**src/rtl/instr_fetch_unit.sv**
```systemverilog
// IF stage: owns the PC, reads instruction memory and offers the word
// downstream over a valid/ready handshake with redirect and flush.
module instr_fetch_unit #(
   parameter logic [31:0] PC_RESET   = 32'h0000_0000,
   parameter int unsigned PC_STEP    = 4,
   parameter int unsigned IMEM_BYTES = 256
) (
   input  logic        clk,
   input  logic        rst_n,
   input  logic        fetch_en,
   output logic [31:0] imem_addr,
   input  logic [31:0] imem_rdata,
   input  logic        redirect_valid,
   input  logic [31:0] redirect_pc,
   output logic        if_valid,
   input  logic        id_ready,
   output logic [31:0] if_instr,
   output logic [31:0] if_pc,
   output logic [31:0] if_pc_plus4,
   output logic        err_misalign
);

   localparam logic [31:0] MASK = 32'(IMEM_BYTES - 1);
   localparam logic [31:0] STEP = 32'(PC_STEP);

   typedef enum logic [1:0] {IDLE, RUN, STALL} state_t;

   state_t      state;
   state_t      state_nx;
   logic [31:0] pc;
   logic [31:0] pc_seq;
   logic [31:0] pc_redir;
   logic        free;
   logic        fetch_go;

   assign imem_addr = pc;
   assign pc_seq    = (pc + STEP) & MASK;
   assign pc_redir  = {redirect_pc[31:2], 2'b00} & MASK;
   assign free      = !if_valid || id_ready;
   assign fetch_go  = (state != IDLE) && fetch_en && free && !redirect_valid;

   always_comb begin
      state_nx = state;
      case (state)
         IDLE: if (fetch_en) state_nx = RUN;
         RUN: begin
            if (!fetch_en)
               state_nx = IDLE;
            else if (if_valid && !id_ready)
               state_nx = STALL;
         end
         STALL: if (id_ready) state_nx = fetch_en ? RUN : IDLE;
         default: state_nx = IDLE;
      endcase
      // Redirect overrides any stall or drain in progress
      if (redirect_valid)
         state_nx = fetch_en ? RUN : IDLE;
   end

   always_ff @(posedge clk or negedge rst_n) begin
      if (!rst_n) begin
         state <= IDLE;
      end else begin
         state <= state_nx;
      end
   end

   always_ff @(posedge clk or negedge rst_n) begin
      if (!rst_n) begin
         pc           <= PC_RESET;
         if_valid     <= 1'b0;
         if_instr     <= 32'h0;
         if_pc        <= 32'h0;
         if_pc_plus4  <= 32'h0;
         err_misalign <= 1'b0;
      end else begin
         err_misalign <= 1'b0;
         if (redirect_valid) begin
            pc           <= pc_redir;
            if_valid     <= 1'b0;
            err_misalign <= |redirect_pc[1:0];
         end else if (fetch_go) begin
            if_instr    <= imem_rdata;
            if_pc       <= pc;
            if_pc_plus4 <= pc_seq;
            if_valid    <= 1'b1;
            pc          <= pc_seq;
         end else if (free) begin
            if_valid <= 1'b0;
         end
      end
   end

endmodule

```
**config.mk**
```make
export PLATFORM = sky130hd
export DESIGN_NAME = instr_fetch_unit
export DESIGN_NICKNAME = d
export VERILOG_FILES = /design/src/rtl/instr_fetch_unit.sv
export SDC_FILE = /design/constraint.sdc
export NUM_CORES = 1
export LEC_CHECK = 0
export ABC_AREA = 1
export CAP_MARGIN = 20
export CORE_UTILIZATION = 35
export DETAILED_ROUTE_END_ITERATION = 10
export GPL_TIMING_DRIVEN = 0
export PLACE_DENSITY = 0.91
export SYNTH_ARGS = -nofsm -noshare
export SYNTH_HDL_FRONTEND = slang
export SYNTH_SLANG_ARGS = --single-unit
```
**constraint.sdc**
```tcl
create_clock -name clk -period 1.4 [get_ports clk]
set_clock_uncertainty 0.15 [all_clocks]
set_input_delay 0.21 -clock clk [delete_from_list [all_inputs] [get_ports clk]]
set_output_delay 0.21 -clock clk [all_outputs]
set_load 0.02 [all_outputs]
```
==> impl_metrics.json <==
{
  "status": "complete, but fails checks",
  "violations": "negative setup slack",
  "power_uw": 6655,
  "drc": 0,
  "worstMarginPinSlew_ps": 660.6,
  "antenna_found_initial": 0,
  "maxSlewHeadroom": 0.5596,
  "fmax_mhz": 696.5,
  "grt_max_degree": 29,
  "dpl.cell_count": 609,
  "start_util": 0.3639,
  "slowest_stage": "dfrtp_1",
  "grt_pass1_wl_um": 11740,
  "fin_crit_sh": 1.026,
  "fin_cells": 630,
  "synth.avg_cell_area_um2": 8.507,
  "cts_tree": "built",
  "dr.pass1.iters": 4,
  "synth_area_mm2": 0.002841,
  "synth.distinct_cells": 22,
  "antenna_left": 0,
  "drt-wirelength-per-cell_um": 11.56,
  "final_area_mm2": 0.004439,
  "yosysWarningCount": 0,
  "ir_drop_mv": 0.7225,
  "dieWidth_um": 92.10,
  "yosysSeqAreaShare": 0.4756,
  "critPathBufInv": 2,
  "core_mm2": 0.007807,
  "fin_crit_ps": 1436,
  "slew_violations": 0,
  "crit_fanout": 5,
  "vias": 2511,
  "netlist_instances": 334,
  "grt_pass1_vias": 2427,
  "insertion_delay_ps": 310,
  "num_io_pins": 199,
  "crit_family": "simple AND/OR/NAND/NOR gates",
  "clock_sinks": 54,
  "dpl_cell_area_mm2": 0.004227,
  "n_antenna_cell": 0,
  "drive_gt1_frac": 0.3163,
  "grt_remaining_overflow": 0,
  "avgViaCountPerCell": 3.986,
  "p_per_area_mw_per_mm2": 1499,
  "synth-seq-cells": 54,
  "hold_class": "in -> reg",
  "numCtsBuffers": 5,
  "path_class": "reg -> reg",
  "portBuffers": 95,
  "grt_use_total": 0.1730,
  "crit_arrival_ps": 1540,
  "max_stage_delay_ps": 420,
  "final_util": 0.5686,
  "fp.dieArea_mm2": 0.008482,
  "hpwlAfterDp_um": 5459,
  "setup_ws_ps": -35.84,
  "gp_congestion": 0.8297,
  "grt_setup_unrepaired": "true",
  "clockBufferDepth": 2,
  "setup_viol_count_final": 9,
  "nets": 597,
  "wl_um": 7280,
  "rows": 32,
  "dpl_worst_slack_ps": -337.9,
  "dieHeight_um": 92.10,
  "cp_cell_sequence": "inv_2 -> nand2_4 -> nand3_4 -> nor2_4 -> buf_6 -> nand2_2 -> nand3_2",
  "crit_path_start_kind": "flop",
  "end_kind": "flop",
  "syn2layout_area_growth_pct": 56.23,
  "cts.clk_slew.worst_paths_ps": 100,
  "clockRootBuffer": "clkbuf_8",
  "leakagePower_uw": 0.002518,
  "hold_viol": 0,
  "drtIter0Drc": 69,
  "htreeDepth": 2,
  "cp.required_ps": 1500,
  "cap_violations": 0
}
[cell usage in the layout (no fill, tap or decap), types with 9 or more instances in the layout]
| cell | count |
|---|---|
| clkdlybuf4s15_1 | 22 |
| clkdlybuf4s50_1 | 42 |
| buf_4 | 88 |
| nand2_2 | 11 |
| conb_1 | 78 |
| clkbuf_2 | 20 |
| nand2_1 | 127 |
| dfrtp_1 | 51 |
| nand3_1 | 9 |
| buf_6 | 9 |
[report_power, final]
group | switching (uW) | leakage [uW] | internal, uW
registers | 347 | 0.000671 | 2140
clock network | 556 | 0.0000591 | 547
logic | 1830 | 0.00179 | 1240
[per-layer routing]
layer / global-route usage / routed length, um
met5: 0 / 0
met4: 0.03385 / 43
met3: 0.04229 / 529
met2: 0.3165 / 3887
met1: 0.2047 / 2819
[state kept, by name, summed over array words and instances, names as in the netlist]
signal and cells:
if_instr 32, if_pc 6, if_pc_plus4 6, imem_addr 6, state 2, err_misalign 1
if_valid 1
[logic make-up after synthesis]
family / count (synthesis) / synth area share
XOR/XNOR: 3 / 0.009249
adder cells (fa/ha/maj): 1 / 0.004403
AND/OR/NAND/NOR: 169 / 0.2457
buffers and inverters: 99 / 0.2514
other: 1 / 0.001320
AO/OA/AOI/OAI: 7 / 0.01233
flip-flops: 54 / 0.4756
[worst reg2reg max path: stages (launching register included)]
cell	delay, ps
dfrtp_1	420
inv_2	70
nand2_4	70
nand3_4	90
nor2_4	230
buf_6	170
nand2_2	90
nand3_2	80
[stage by stage]
stage	TNS, ps	hold slack, ps
6_report	-156.6	33.04
3_5_place_dp	-14560	127.5
4_1_cts	0	20.59
2_1_floorplan	0	-235.6
5_1_grt	-3042	61.96
3_3_place_gp	-102620	306.9
[layout make-up]
| type | count | area, um^2 |
|---|---|---|
| fill | 711 | 3368 |
| sequential | 54 | 1355 |
| multi-input combinational | 258 | 1147 |
| timing repair buffer | 109 | 963.4 |
| buffer | 88 | 685.7 |
| tap | 102 | 127.6 |
| clock buffer | 5 | 68.82 |
| clock inverter | 3 | 47.55 |
| inverter | 11 | 43.79 |
[synth_stat cells, drive strengths merged]
cell   count  area share
ha         1      0.0044
nand3     15       0.033
conb       1      0.0013
nor2       7       0.012
xor2       3      0.0092
nor3       1      0.0018
nand2    142        0.19
o21ai      5      0.0088
dfrtp     54        0.48
inv       11       0.015
buf       88        0.24
nand4      4       0.011
a21oi      2      0.0035
[what timing repair did]
item,CTS,global route
buffers inserted,4,6
hold buffers,2,0
endpoints found under the setup margin,66,89
resized for setup,96,71
pin swaps,0,6
endpoints found under the hold margin,28,0
cloned,0,1
[final timing paths]
path / slack, ps / depth (start not counted) / start / end
min reg2reg: 340 / 2 / if_instr[17] / if_instr[17]
max reg2reg: -40 / 7 / state[1] / imem_addr[4]
max: -40 / 7 / state[1] / imem_addr[4]
max in group asynchronous: 210 / 3 / rst_n / if_instr[15]
min: 30 / 3 / redirect_valid / imem_addr[2]
min in group asynchronous: 320 / 2 / rst_n / if_instr[3]
Power figures use the tool's default switching activity.
